### src/rtl/alu_execute.sv
// Execute-stage ALU: single-cycle ops resolve combinationally,
// MUL/DIV iterate over 32 cycles while stalling the front end.
package alu_pkg;
    localparam logic [4:0] ALUOP_ADD = 5'd0;
    localparam logic [4:0] ALUOP_SUB = 5'd1;
    localparam logic [4:0] ALUOP_AND = 5'd2;
    localparam logic [4:0] ALUOP_OR  = 5'd3;
    localparam logic [4:0] ALUOP_XOR = 5'd4;
    localparam logic [4:0] ALUOP_NOR = 5'd5;
    localparam logic [4:0] ALUOP_SLT = 5'd6;
    localparam logic [4:0] ALUOP_SLL = 5'd7;
    localparam logic [4:0] ALUOP_SRL = 5'd8;
    localparam logic [4:0] ALUOP_SRA = 5'd9;
    localparam logic [4:0] ALUOP_LUI = 5'd10;
    localparam logic [4:0] ALUOP_MOV = 5'd11;
    localparam logic [4:0] ALUOP_BEQ = 5'd12;
    localparam logic [4:0] ALUOP_BNE = 5'd13;
    localparam logic [4:0] ALUOP_MUL = 5'd14;
    localparam logic [4:0] ALUOP_DIV = 5'd15;
endpackage

module alu_execute
    import alu_pkg::*;
(
    input  logic        clk,
    input  logic        reset,
    input  logic        in_valid,
    input  logic [4:0]  aluop,
    input  logic [31:0] a,
    input  logic [31:0] b,
    input  logic [4:0]  shamt,
    input  logic        flush,
    output logic [31:0] result,
    output logic        branch_taken,
    output logic        out_valid,
    output logic        stall
);

    typedef enum logic [1:0] {
        S_IDLE,
        S_MUL,
        S_DIV,
        S_DONE
    } state_t;

    state_t      state_q, state_d;
    logic [4:0]  cnt_q, cnt_d;
    logic [63:0] acc_q, acc_d;
    logic [31:0] mag_b_q, mag_b_d;
    logic        neg_q, neg_d;
    logic [31:0] res_q, res_d;

    logic        is_mul, is_div, is_iter;
    logic [31:0] abs_a, abs_b;
    logic [31:0] sc_res;
    logic        sc_taken;
    logic [32:0] mul_sum;
    logic [32:0] div_trial;
    logic [63:0] acc_step;

    assign is_mul  = (aluop == ALUOP_MUL);
    assign is_div  = (aluop == ALUOP_DIV);
    assign is_iter = is_mul | is_div;
    assign abs_a   = a[31] ? -a : a;
    assign abs_b   = b[31] ? -b : b;

    always_comb begin
        sc_res   = 32'd0;
        sc_taken = 1'b0;
        unique case (aluop)
            ALUOP_ADD: sc_res = a + b;
            ALUOP_SUB: sc_res = a - b;
            ALUOP_AND: sc_res = a & b;
            ALUOP_OR:  sc_res = a | b;
            ALUOP_XOR: sc_res = a ^ b;
            ALUOP_NOR: sc_res = ~(a | b);
            ALUOP_SLT: sc_res = {31'd0, $signed(a) < $signed(b)};
            ALUOP_SLL: sc_res = b << shamt;
            ALUOP_SRL: sc_res = b >> shamt;
            ALUOP_SRA: sc_res = $unsigned($signed(b) >>> shamt);
            ALUOP_LUI: sc_res = {b[15:0], 16'd0};
            ALUOP_MOV: sc_res = b;
            ALUOP_BEQ: sc_taken = (a == b);
            ALUOP_BNE: sc_taken = (a != b);
            default: begin
                sc_res   = 32'd0;
                sc_taken = 1'b0;
            end
        endcase
    end

    // acc holds {partial product} for MUL, {remainder, quotient} for DIV
    assign mul_sum   = {1'b0, acc_q[63:32]}
                     + {1'b0, acc_q[0] ? mag_b_q : 32'd0};
    assign div_trial = {acc_q[63:32], acc_q[31]} - {1'b0, mag_b_q};

    always_comb begin
        if (state_q == S_MUL)
            acc_step = {mul_sum, acc_q[31:1]};
        else if (!div_trial[32])
            acc_step = {div_trial[31:0], acc_q[30:0], 1'b1};
        else
            acc_step = {acc_q[62:0], 1'b0};
    end

    always_comb begin
        state_d = state_q;
        cnt_d   = cnt_q;
        acc_d   = acc_q;
        mag_b_d = mag_b_q;
        neg_d   = neg_q;
        res_d   = res_q;
        unique case (state_q)
            S_IDLE: begin
                if (in_valid && is_iter) begin
                    state_d = is_mul ? S_MUL : S_DIV;
                    cnt_d   = 5'd0;
                    acc_d   = {32'd0, abs_a};
                    mag_b_d = abs_b;
                    // divide-by-zero keeps the all-ones quotient unsigned
                    neg_d   = (a[31] ^ b[31]) & ~(is_div & (b == 32'd0));
                end
            end
            S_MUL, S_DIV: begin
                acc_d = acc_step;
                cnt_d = cnt_q + 5'd1;
                if (cnt_q == 5'd31) begin
                    state_d = S_DONE;
                    res_d   = neg_q ? -acc_step[31:0] : acc_step[31:0];
                end
            end
            S_DONE: state_d = S_IDLE;
            default: state_d = S_IDLE;
        endcase
        if (flush) begin
            state_d = S_IDLE;
            cnt_d   = 5'd0;
        end
    end

    always_ff @(posedge clk or negedge reset) begin
        if (!reset) begin
            state_q <= S_IDLE;
            cnt_q   <= 5'd0;
            acc_q   <= 64'd0;
            mag_b_q <= 32'd0;
            neg_q   <= 1'b0;
            res_q   <= 32'd0;
        end else begin
            state_q <= state_d;
            cnt_q   <= cnt_d;
            acc_q   <= acc_d;
            mag_b_q <= mag_b_d;
            neg_q   <= neg_d;
            res_q   <= res_d;
        end
    end

    logic idle, done;
    assign idle = (state_q == S_IDLE);
    assign done = (state_q == S_DONE);

    always_comb begin
        result       = 32'd0;
        branch_taken = 1'b0;
        out_valid    = 1'b0;
        stall        = 1'b0;
        if (reset) begin
            if (idle) begin
                result       = sc_res;
                branch_taken = sc_taken;
            end else if (done) begin
                result = res_q;
            end
            if (!flush) begin
                out_valid = (idle & in_valid & ~is_iter) | done;
                stall     = (idle & in_valid & is_iter)
                          | (state_q == S_MUL) | (state_q == S_DIV);
            end
        end
    end

endmodule

### config.mk
export PLATFORM = sky130hd
export DESIGN_NAME = alu_execute
export DESIGN_NICKNAME = d
export VERILOG_FILES = /design/src/rtl/alu_execute.sv
export SDC_FILE = /design/constraint.sdc
export NUM_CORES = 1
export LEC_CHECK = 0
export BUFFER_PORTS_ARGS = -buffer_cell sky130_fd_sc_hd__clkbuf_2
export CAP_MARGIN = 0
export CELL_PAD_IN_SITES_DETAIL_PLACEMENT = 1
export CELL_PAD_IN_SITES_GLOBAL_PLACEMENT = 1
export CORE_MARGIN = 3
export CORE_UTILIZATION = 48
export DETAILED_ROUTE_END_ITERATION = 6
export PLACE_DENSITY_LB_ADDON = 0.2
export REMOVE_ABC_BUFFERS = 1
export SKIP_CTS_REPAIR_TIMING = 1
export SYNTH_ARGS = -nofsm -noshare
export SYNTH_HDL_FRONTEND = slang
export SYNTH_SLANG_ARGS = --single-unit
### constraint.sdc
create_clock -name clk -period 5.3 [get_ports clk]
set_input_delay 0.53 -clock clk [delete_from_list [all_inputs] [get_ports clk]]
set_output_delay 0.53 -clock clk [all_outputs]
set_load 0.03 [all_outputs]
==> out/qor.yml, run 1 <==
drive_gt1_frac: 0.140
h-tree-depth: 4
core_region_area_um2: 44700
tightest_slew_ps: 1240
final_cells: 3534
io_pins: 113
port_buffers: 112
synth_ff_type: "dfrtp_1"
finClkSkew_ps: 12.3
hold_viol: 0
grt_max_degree: 69
grt_first_pass_wirelength_um: 158000
setup_viol: 0
numCtsBuffers: 17
globalplace.congestion: 1.02
dp.cells: 3503
start_util: 0.490
rsz0062_at_grt: "no"
hold_path.class: "in -> async"
synth.cell_area_um2: 21900
nFillCells: 5587
clock-sinks: 136
grt_antenna_before_repair: 6
period_share: 0.971
synthArstFlopShare: 1.00
clk_latency_ps: 460
peakVddDrop_mv: 0.252
routed_wirelength_um: 107000
ant_nets: 0
dieWidth_um: 220
grt_remaining_overflow: 0
p_leak_nw: 10.5
grt_pass1_vias: 25100
synth_area_per_cell_um2: 7.55
ys_ff_latch: 136
end_kind: "output port"
p_per_area_nw_per_um2: 307
whs_ps: 7.57
final_nets: 3189
syn_to_final_growth_pct: 8.21
critPathMaxStageDelay_ps: 730
clk_path_buf_depth: 2
cts_tree: "done"
crit_chain: "clkbuf_2 > inv_1 > ha_1 > inv_1 > fa_1 > nor2b_1 > o21ai_1 > a32oi_2 > a311o_1 > a2111oi_4 > o32ai_1 > a21oi_1 > o311ai_1 > a311oi_1 > clkbuf_2"
status: "completed"
routed_via_density: 7.04
syn_inst: 2903
synth_sequential_area_ratio: 0.155
ys_types: 110
path_clk_slew_ps: 70
drc: 0
crit_arrival_ps: 4620
relSlewSlack: 0.171
die_area_um2: 48300
cp.required_ps: 4770
synth_edf_count: 0
dp_hpwl_um: 82800
tns_ps: 0
num_rows: 77
dr_total_vias: 24900
synth_warnings: 0
drv_cap: 0
fmax_mhz: 194
crit_type: "in -> out"
die_h_um: 220
grt_usage: 0.433
first_pass_iters: 6
first_iter_violations: 2572
root_buffer: "clkbuf_16"
routedWlPerCell_um: 30.3
drv_slew: 0
start_kind: "input pin"
worstPathMaxFanout: 5
fin_crit_ps: 5150
cp_slowest_cell: "o32ai_1"
power.total_mw: 7.27
antennaDiodeCount: 0
## Yosys cell counts, types with 61 or more instances
master / n / share of area
o21ai_0: 244 / 0.056
inv_1: 162 / 0.028
nor3_1: 61 / 0.014
a21oi_1: 249 / 0.057
clkbuf_1: 143 / 0.024
mux2i_1: 86 / 0.039
nand2_1: 283 / 0.048
xnor2_1: 111 / 0.044
nor2_1: 253 / 0.043
dfrtp_1: 136 / 0.16
nand3_1: 73 / 0.017
ha_1: 177 / 0.10
## logic make-up after synthesis
kind of cell / after synthesis / synth area share
flip-flops: 136 / 0.155
multiplexers: 172 / 0.114
XOR/XNOR: 139 / 0.0555
adder cells (fa/ha/maj): 181 / 0.105
AO/OA/AOI/OAI: 1000 / 0.305
AND/OR/NAND/NOR: 892 / 0.193
buffers and inverters: 383 / 0.0719
## metal layers
metal	GRT usage	share of wire	up-vias
met5	0	0.00066	-
met3	0.0906	0.091	363
met4	0.254	0.069	10
met1	0.531	0.38	12400
met2	0.705	0.45	1339
li1	-	-	10700
## layout by cell type, fill, tap and decap left out, types with 36 or more instances in the layout
cell type  netlist  final
nor3_1          61     59
mux4_2          59     59
o21ai_0        244    243
inv_1          162    161
nand3_1         73     72
mux2i_1         86     86
ha_1           177    174
a21oi_1        249    248
and2_1          43     43
nand2_1        283    282
clkbuf_2         0    109
xnor2_1        111    111
dfrtp_1        136    136
a22oi_1         51     51
o31ai_1         37     37
a211oi_1        36     36
nor2_1         253    251
buf_4            6    110
a21o_1          55     55
## per-stage QoR
stage / instance area [um^2] / setup slack (ps) / utilization
3_3_place_gp: 23200 / 401 / 0.518
2_1_floorplan: 21000 / -2170 / -
3_5_place_dp: 23200 / 328 / 0.518
5_1_grt: 23700 / 13.5 / 0.531
6_report: 23700 / 153 / 0.531
4_1_cts: 23700 / 345 / 0.531
## path summary, 6_finish.rpt
check,from,to,slack [ps],cells past startpoint
min in group clk,flush,cnt_q[1],410,2
hold / removal,reset,res_q[6],8,1
max in group asynchronous,reset,acc_q[58],3490,3
setup / recovery,a[0],result[0],150,15
setup reg to reg,acc_q[31],res_q[24],280,21
hold reg to reg,res_q[1],res_q[1],490,2
## cell type report
type | count | area, um^2 | area share
well taps | 592 | 741 | 0.0312
multi-input cells | 2384 | 17000 | 0.716
clock inverters | 11 | 126 | 0.00533
inverters | 170 | 638 | 0.0269
clock buffers | 20 | 437 | 0.0184
flip-flops and latches | 136 | 3400 | 0.143
repair buffers | 221 | 1390 | 0.0585
## sequential cells by signal, summed over array words and instances (netlist names)
signal	flops
cnt_q	5
state_q	2
res_q	32
acc_q	64
neg_q	1
mag_b_q	32
## critical path, delay by kind of cell
family,cells,cell delay [ps]
AO/OA/AOI/OAI,8,2790
adder cells (fa/ha/maj),2,440
buffers and inverters,4,620
AND/OR/NAND/NOR,1,240
## power breakdown
| part | internal [mW] | total, mW | switching [mW] | leakage [nW] |
|---|---|---|---|---|
| Combinational | 1.55 | 4.52 | 2.98 | 8.42 |
| Sequential | 1.28 | 1.55 | 0.272 | 1.77 |
| Clock | 0.689 | 1.20 | 0.509 | 0.262 |
| Total | 3.52 | 7.27 | 3.76 | 10.5 |
Note: power is estimated with default switching activity, not from simulation.
==> inputs of run 2 (changes only) <==
ABC_AREA = 1   (was default)
CORE_UTILIZATION = 45   (was 48)
PLACE_DENSITY = 0.87   (was default)
PLACE_DENSITY_LB_ADDON = default   (was 0.2)
==> out/qor.yml, run 2 <==
relSlewSlack: 0.266
syn_inst: 3903
end_kind: "output port"
h-tree-depth: 4
ys_ff_latch: 136
clk_path_buf_depth: 2
r2r_end: "res_q[28]"
routed_via_density: 6.37
start_util: 0.460
critPathMaxStageDelay_ps: 620
crit_type: "in -> out"
period_share: 0.902
drv_slew: 0
p_leak_nw: 12.1
grt_remaining_overflow: 0
reg_top3: "acc_q: 64 flops, mag_b_q: 32 flops, res_q: 32 flops"
yosysMostFrequentCell: "nand2_1"
status: "completed"
routed_wirelength_um: 126000
p_switching_mw: 6.81
holdCritStartpoint: "a[0]"
path_clk_slew_ps: 70
crit_chain: "clkbuf_2 > inv_1 > ha_1 > nor2_1 > nand2_1 > nand2_1 > a21oi_1 > o21bai_1 > nand2_1 > nand2_1 > nand2_1 > nand3_1 > nand3_1 > o21ai_0 > inv_1 > clkbuf_2"
start_kind: "input pin"
root_buffer: "clkbuf_16"
synth_top_family_by_area: "simple AND/OR/NAND/NOR gates"
grt_usage: 0.462
fin_crit_ps: 4780
dieWidth_um: 231
hold_path.class: "in -> reg"
power.share.combinational: 0.727
internal_power_mw: 4.57
drive_gt1_frac: 0.0844
top_register: "acc_q"
p_seq_frac: 0.157
grt_max_degree: 71
rsz0062_at_grt: "no"
core_region_area_um2: 49400
grt_first_pass_wirelength_um: 185000
die_area_um2: 53200
synth.cell_area_um2: 22700
crit_arrival_ps: 4250
grt_antenna_before_repair: 4
final_nets: 4192
nFillCells: 7199
synth_ff_type: "dfrtp_1"
globalplace.congestion: 1.12
largest_reg_flops: 64
setup_viol: 0
yosys.area.top_type: "nand2_1"
cp_slowest_cell: "o21bai_1"
worstPathMaxFanout: 10
fmax_mhz: 209
synth_edf_count: 0
syn_to_final_growth_pct: 7.79
synth_area_leaders: "nand2_1, dfrtp_1, ha_1"
r2r_slack_ps: 810
synth.top_cell.area_share: 0.172
reg2reg_from: "acc_q[31]"
synth_common_cells: "nand2_1, inv_1, o21ai_0"
routedWlPerCell_um: 27.4
synthSimpleGateAreaFrac: 0.335
hold_viol: 0
peakVddDrop_mv: 0.471
tns_ps: 0
fin_util: 0.496
hold_path_end: "acc_q[0]"
synth-compound-area-share: 0.259
r2r_cells: 26
numCtsBuffers: 17
grt_pass1_vias: 29500
die_h_um: 231
drv_cap: 0
synth_warnings: 0
synth_sequential_area_ratio: 0.150
ys_types: 68
synth_mux_area_frac: 0.00529
swShare: 0.598
finClkSkew_ps: 11.2
tightest_slew_ps: 1090
clockPowerShare: 0.116
dp_hpwl_um: 101000
synth_fa_ha_area_frac: 0.101
cp.required_ps: 4770
clk_latency_ps: 490
final_cell_mix: "nand2_1, inv_1, o21ai_0, nor2_1, a21oi_1"
crit_path_frequent_cell: "nand2_1"
synth_xor_area_frac: 0.0347
layout_commonest_cell: "nand2_1"
num_rows: 81
cts_tree: "done"
first_iter_violations: 3287
io_pins: 113
first_pass_iters: 6
dr_total_vias: 29400
ant_nets: 0
hold_depth: 3
drc: 0
port_buffers: 112
synthArstFlopShare: 1.00
synth_area_per_cell_um2: 5.82
p_per_area_nw_per_um2: 465
clock-sinks: 136
==> run 2: cells by family (layout without fill, tap and decap cells) <==
logic type               count (synthesis)  count (layout)
flip-flops                             136             136
AND/OR/NAND/NOR                       1801            1801
adder cells (fa/ha/maj)                181             181
other                                    0               2
XOR/XNOR                                90              90
multiplexers                            12              12
AO/OA/AOI/OAI                         1033            1033
buffers and inverters                  650             693
==> run 2: layout make-up <==
cell class              count  area [um^2]  share of cell area
multi-input cells        3117        16700               0.683
clock inverters            15          188             0.00766
inverters                 473         1780              0.0726
flip-flops and latches    136         3400               0.139
diodes                      2         5.00            0.000204
repair buffers            188         1140              0.0465
clock buffers              17          425              0.0174
well taps                 664          831              0.0339
==> run 2: worst max-delay path: cells and delay by family <==
family                     cells  cell delay (ps)
and+or+nand+nor                8             1360
AOI/OAI and AO/OA              3             1080
buffers and inverters          4              840
adders and majority gates      1              440
==> run 2: through the flow <==
stage | std cells | hold WS [ps] | instance area [um^2] | total power, mW | setup WS (ps)
final | 4612 | 344 | 24500 | 11.4 | 520
after global placement | 4577 | 427 | 23900 | 9.43 | 719
after floorplan | 3726 | 234 | 21900 | 7.03 | 819
after detailed placement | 4577 | 423 | 23900 | 9.75 | 728
after CTS | 4609 | -98.8 | 24500 | 11.1 | 720
after global routing | 4610 | 379 | 24500 | 12.1 | 473
==> run 2: worst max-delay path by stage <==
stage                     from    endpoint  slack, ps  cells past startpoint
detailed placement        b[6]  result[29]        730                     17
global placement          b[6]  result[17]        720                     16
finish                    b[4]  result[31]        520                     16
global route              b[1]  result[31]        470                     18
CTS                       b[6]  result[29]        720                     17
floorplan           state_q[0]    cnt_q[2]        820                      9
==> run 2: power by group through the flow <==
stage	combinational, mW	sequential [mW]	clock [mW]
2_1_floorplan	5.37	1.66	0
3_3_place_gp	7.68	1.75	0
3_5_place_dp	7.97	1.79	0
4_1_cts	8.05	1.77	1.32
5_1_grt	8.93	1.83	1.35
6_report	8.28	1.79	1.32
==> run 2: layer usage <==
layer / routed length (um) / global-route usage / up-vias
li1: - / - / 13100
met1: 48000 / 0.552 / 14300
met2: 56100 / 0.742 / 1561
met3: 11300 / 0.0897 / 487
met4: 11000 / 0.332 / 4
met5: 24 / 0 / -
